==> src/rtl/multicycle_ctrl_pkg.sv <==
// Shared encodings for the multicycle processor control FSM: opcodes, states,
// and the select/op-class codes driven onto the datapath.
package multicycle_ctrl_pkg;

    localparam int OP_W = 6;

    localparam logic [OP_W-1:0] OP_RTYPE = 6'b000000;
    localparam logic [OP_W-1:0] OP_LW    = 6'b100011;
    localparam logic [OP_W-1:0] OP_SW    = 6'b101011;
    localparam logic [OP_W-1:0] OP_BEQ   = 6'b000100;
    localparam logic [OP_W-1:0] OP_J     = 6'b000010;
    localparam logic [OP_W-1:0] OP_ADDI  = 6'b001000;

    typedef enum logic [3:0] {
        S_RESET    = 4'd0,
        S_FETCH    = 4'd1,
        S_DECODE   = 4'd2,
        S_MEMADR   = 4'd3,
        S_MEMREAD  = 4'd4,
        S_MEMWB    = 4'd5,
        S_MEMWRITE = 4'd6,
        S_EXEC     = 4'd7,
        S_ALUWB    = 4'd8,
        S_BRANCH   = 4'd9,
        S_JUMP     = 4'd10,
        S_ADDI_EX  = 4'd11,
        S_ADDI_WB  = 4'd12
    } state_t;

    localparam logic [1:0] ALUOP_ADD   = 2'b00;
    localparam logic [1:0] ALUOP_SUB   = 2'b01;
    localparam logic [1:0] ALUOP_FUNCT = 2'b10;

    localparam logic [1:0] PCSRC_ALU    = 2'b00;
    localparam logic [1:0] PCSRC_ALUOUT = 2'b01;
    localparam logic [1:0] PCSRC_JUMP   = 2'b10;

    localparam logic [1:0] SRCB_B      = 2'b00;
    localparam logic [1:0] SRCB_FOUR   = 2'b01;
    localparam logic [1:0] SRCB_IMM    = 2'b10;
    localparam logic [1:0] SRCB_IMM_SH = 2'b11;

endpackage

==> src/rtl/multicycle_ctrl.sv <==
// Main control FSM of the multicycle datapath: Moore-decoded strobes and selects,
// with memory-step enables qualified by MemReady and PCEn qualified by Zero.
module multicycle_ctrl
    import multicycle_ctrl_pkg::*;
#(
    parameter int OP_WIDTH    = 6,
    parameter int ALUOP_WIDTH = 2,
    parameter int PCSRC_WIDTH = 2
) (
    input  logic                   Clk,
    input  logic                   Reset,
    input  logic [OP_WIDTH-1:0]    Opcode,
    input  logic                   Zero,
    input  logic                   MemReady,
    output logic                   PCEn,
    output logic                   IRWrite,
    output logic                   MDRWrite,
    output logic                   ABWrite,
    output logic                   ALUOutWrite,
    output logic                   IorD,
    output logic                   MemRead,
    output logic                   MemWrite,
    output logic                   MemtoReg,
    output logic                   RegDst,
    output logic                   RegWrite,
    output logic                   ALUSrcA,
    output logic [1:0]             ALUSrcB,
    output logic [ALUOP_WIDTH-1:0] ALUOp,
    output logic [PCSRC_WIDTH-1:0] PCSource,
    output logic                   IllegalOp
);

    state_t state_reg, state_next;
    logic   pcwrite, pcwritecond;

    // Reset forces S_RESET immediately, so every strobe drops without a clock edge.
    always_ff @(posedge Clk or posedge Reset) begin
        if (Reset) begin
            state_reg <= S_RESET;
        end else begin
            state_reg <= state_next;
        end
    end

    always_comb begin
        state_next  = state_reg;
        pcwrite     = 1'b0;
        pcwritecond = 1'b0;
        IRWrite     = 1'b0;
        MDRWrite    = 1'b0;
        ABWrite     = 1'b0;
        ALUOutWrite = 1'b0;
        IorD        = 1'b0;
        MemRead     = 1'b0;
        MemWrite    = 1'b0;
        MemtoReg    = 1'b0;
        RegDst      = 1'b0;
        RegWrite    = 1'b0;
        ALUSrcA     = 1'b0;
        ALUSrcB     = SRCB_B;
        ALUOp       = ALUOP_ADD;
        PCSource    = PCSRC_ALU;
        IllegalOp   = 1'b0;

        case (state_reg)
            S_RESET: state_next = S_FETCH;

            S_FETCH: begin
                MemRead = 1'b1;
                ALUSrcB = SRCB_FOUR;
                if (MemReady) begin
                    IRWrite    = 1'b1;
                    pcwrite    = 1'b1;
                    state_next = S_DECODE;
                end
            end

            S_DECODE: begin
                ABWrite     = 1'b1;
                ALUOutWrite = 1'b1;
                ALUSrcB     = SRCB_IMM_SH;
                case (Opcode)
                    OP_LW, OP_SW: state_next = S_MEMADR;
                    OP_RTYPE:     state_next = S_EXEC;
                    OP_BEQ:       state_next = S_BRANCH;
                    OP_J:         state_next = S_JUMP;
                    OP_ADDI:      state_next = S_ADDI_EX;
                    default: begin
                        IllegalOp  = 1'b1;
                        state_next = S_FETCH;
                    end
                endcase
            end

            S_MEMADR: begin
                ALUSrcA     = 1'b1;
                ALUSrcB     = SRCB_IMM;
                ALUOutWrite = 1'b1;
                state_next  = (Opcode == OP_SW) ? S_MEMWRITE : S_MEMREAD;
            end

            S_MEMREAD: begin
                IorD    = 1'b1;
                MemRead = 1'b1;
                if (MemReady) begin
                    MDRWrite   = 1'b1;
                    state_next = S_MEMWB;
                end
            end

            S_MEMWB: begin
                MemtoReg   = 1'b1;
                RegWrite   = 1'b1;
                state_next = S_FETCH;
            end

            S_MEMWRITE: begin
                IorD     = 1'b1;
                MemWrite = 1'b1;
                if (MemReady) begin
                    state_next = S_FETCH;
                end
            end

            S_EXEC: begin
                ALUSrcA     = 1'b1;
                ALUOp       = ALUOP_FUNCT;
                ALUOutWrite = 1'b1;
                state_next  = S_ALUWB;
            end

            S_ALUWB: begin
                RegDst     = 1'b1;
                RegWrite   = 1'b1;
                state_next = S_FETCH;
            end

            S_BRANCH: begin
                ALUSrcA     = 1'b1;
                ALUOp       = ALUOP_SUB;
                PCSource    = PCSRC_ALUOUT;
                pcwritecond = 1'b1;
                state_next  = S_FETCH;
            end

            S_JUMP: begin
                pcwrite    = 1'b1;
                PCSource   = PCSRC_JUMP;
                state_next = S_FETCH;
            end

            S_ADDI_EX: begin
                ALUSrcA     = 1'b1;
                ALUSrcB     = SRCB_IMM;
                ALUOutWrite = 1'b1;
                state_next  = S_ADDI_WB;
            end

            S_ADDI_WB: begin
                RegWrite   = 1'b1;
                state_next = S_FETCH;
            end

            default: state_next = S_RESET;
        endcase
    end

    assign PCEn = pcwrite | (pcwritecond & Zero);

endmodule

==> config.mk <==
export PLATFORM = sky130hd
export DESIGN_NAME = multicycle_ctrl
export DESIGN_NICKNAME = d
export VERILOG_FILES = /design/src/rtl/multicycle_ctrl_pkg.sv /design/src/rtl/multicycle_ctrl.sv
export SDC_FILE = /design/constraint.sdc
export NUM_CORES = 1
export LEC_CHECK = 0
export ABC_AREA = 1
export CAP_MARGIN = 30
export CORE_AREA = 2 2 39 41
export DETAILED_ROUTE_END_ITERATION = 6
export DIE_AREA = 0 0 41 43
export DONT_BUFFER_PORTS = 1
export GPL_ROUTABILITY_DRIVEN = 0
export PLACE_DENSITY = 0.57
export SYNTH_ARGS = -nofsm -noshare
export SYNTH_HDL_FRONTEND = slang
export SYNTH_SLANG_ARGS = --single-unit
==> constraint.sdc <==
create_clock -name Clk -period 1.4 [get_ports Clk]
set_input_delay 0.21 -clock Clk [delete_from_list [all_inputs] [get_ports Clk]]
set_output_delay 0.21 -clock Clk [all_outputs]
set_load 0.02 [all_outputs]
==> reports/metrics.yaml <==
timing:
  fin_setup_tns_ns: -0.917
  relSlewSlack_pct: 81.4
  rsz0062_at_grt: "yes"
  finalMaxSlewViolations: 0
  tightest_slew_ns: 0.278
  finalClockSkew_ns: 0.00527
  finalHoldViolCount: 0
  setup_violations: 15
  max_freq_mhz: 645
  period_needed_ns: 1.55
  setup_slack_ns: -0.150
  min_period_over_period_pct: 111
critical_path:
  rr_worst_depth: 8
  setup.worst_path.class: "reg -> out"
  cp_data_required_time_ns: 1.19
  startpoint: "state_reg[0]"
  arrival_ns: 1.34
  rrSetupSlack_ns: 0
  r2r-start: "state_reg[2]"
  r2r_end: "state_reg[2]"
  end_kind: "primary output"
  cp_max_fo: 5
  start_kind: "flop"
  cp-endpoint: "PCEn"
clock_tree:
  clk_latency_ns: 0.24
  clockRootBuffer: "clkbuf_4"
  cts_buffers: 3
  cts_max_level: 1
  numClockSinks: 4
  cts_buffer_depth: 2
  cts_tree: "built"
  clk_pin_slew_ns: 0.04
floorplanning:
  dieArea_um2: 1760
  chipWidth_um: 41
  rows: 14
  fp.coreArea_um2: 1380
  start_util_pct: 36.9
  dieHeight_um: 43
  io_pins: 29
grt:
  grt_pass1_vias: 525
  overflow: 0
  antenna_found_initial: 0
  grt_usage_pct: 18.8
  grt_pass1_wl_um: 2150
  grt_max_degree: 6
place:
  placed_cells: 112
  placed_cell_area_um2: 624
  numPortBuffers: 0
  hpwlAfterDp_um: 1150
  dp_slack_ns: 0.0629
min_path:
  worstHoldPathType: "in -> reg"
final_layout:
  fin_nets: 120
  final_cell_mix: "nand2_1, buf_4, nor2_1, nor2_4, inv_1"
  num_antenna_cells: 0
  layout-drive-gt1-share_pct: 57.4
  syn_to_final_growth_pct: 63.5
  n_fill_cell: 133
  final_area_um2: 835
  layoutNonFillerInstCount: 124
  final_common_cell: "nand2_1"
  largest_register_ffs: 4
  final_util_pct: 60.3
synth:
  synth_compound_area_share_pct: 17.4
  synth_nets: 96
  synth_cell_types: 19
  ys_seq_area_share_pct: 19.6
  synth.cell_area_um2: 510
  yosys_register_bits: 4
  syn-mean-instance-area_um2: 5.94
  synth_top_area_cell: "dfrtp_1"
  synth_mux_area_share_pct: 0
  synth_xor_area_share_pct: 0
  synthAdderAreaFrac_pct: 0
  synth_top_family_by_area: "simple AND/OR/NAND/NOR gates"
  synthSimpleGateAreaFrac_pct: 50.2
  synth_area_leaders: "dfrtp_1, nand2_1, nor2_1, nand3_1, o21ai_2"
  yosysTopAreaCellShare_pct: 19.6
  yosysWarnings: 0
  synth_cells: 86
drt:
  drtIter0Drc: 7
  avgRoutedWirePerCell_um: 12.6
  post-route-drc-count: 0
  via_count: 636
  ant_nets: 0
  postRouteWirelength_um: 1560
  via_per_inst: 5.13
  firstDrtPassIters: 4
run_status:
  violations: "negative setup slack"
  run_status: "complete, but fails checks"
flow_run:
  max_cap_viol_count: 0
power:
  leakage_uw: 0.000423
  p_per_area_nw_per_um2: 2050
  ir_drop_v: 0.000825
[worst max-delay path, cell delays in order, from the launching register on]
cell	delay [ns]
dfrtp_1	0.41
inv_2	0.12
nor2_4	0.06
nand2_4	0.10
nor2_4	0.04
a211o_1	0.36
[power breakdown]
group / internal [uW] / switching [uW]
Clock: 96.0 / 48.5
Sequential: 162 / 73.5
Combinational: 495 / 839
[repair_timing]
| action | in CTS | in global routing |
|---|---|---|
| endpoints found under the hold margin | 4 | 0 |
| pin swaps | 2 | 7 |
| gates resized for setup | 5 | 33 |
| buffers inserted | 2 | 6 |
| endpoints found under the setup margin | 18 | 18 |
| hold buffers | 1 | 0 |
[synthesized netlist by cell type, drive strengths merged]
cell type	n
nor2	21
buf	1
dfrtp	4
nand3	7
clkinv	1
inv	14
nand4	1
o21ai	9
nor3	2
a211o	1
a22o	1
nand2	24
[kinds of logic (layout without fill, tap and decap cells)]
family	after synthesis	count (layout)
and+or+nand+nor	55	55
buffers and inverters	16	38
DFF	4	4
AOI/OAI and AO/OA	11	11
[layout make-up]
cell class	instances	area [um^2]	share of cell area, %
well taps	16	20.0	2.40
flip-flops and latches	4	104	12.4
inverters	15	63.8	7.65
repair buffers	20	175	21.0
multi-input cells	66	449	53.8
clock buffers	3	22.5	2.70
[metrics by stage]
step,total power [uW],hold slack (ns)
floorplan,966,-0.0239
global placement,1170,-0.0133
detailed placement,1170,-0.00453
CTS,1380,0.0478
global route,1820,0.0395
finish,1710,0.0473
[worst min path at each step]
| stage | from | endpoint | slack, ns | depth (start not counted) |
|---|---|---|---|---|
| floorplan | Reset | state_reg[0] | -0.02 | 1 |
| global placement | Reset | state_reg[3] | -0.01 | 1 |
| detailed placement | Reset | state_reg[3] | -0.005 | 1 |
| CTS | MemReady | state_reg[0] | 0.05 | 1 |
| global route | MemReady | state_reg[0] | 0.04 | 1 |
| finish | MemReady | state_reg[0] | 0.05 | 1 |
[routing by layer]
layer	global-route usage, %	part of all wire, %
met5	0	0
met4	12.0	1.7
met3	3.14	7.1
met2	33.4	58
met1	18.0	33
Note: power is estimated with default switching activity, not from simulation.
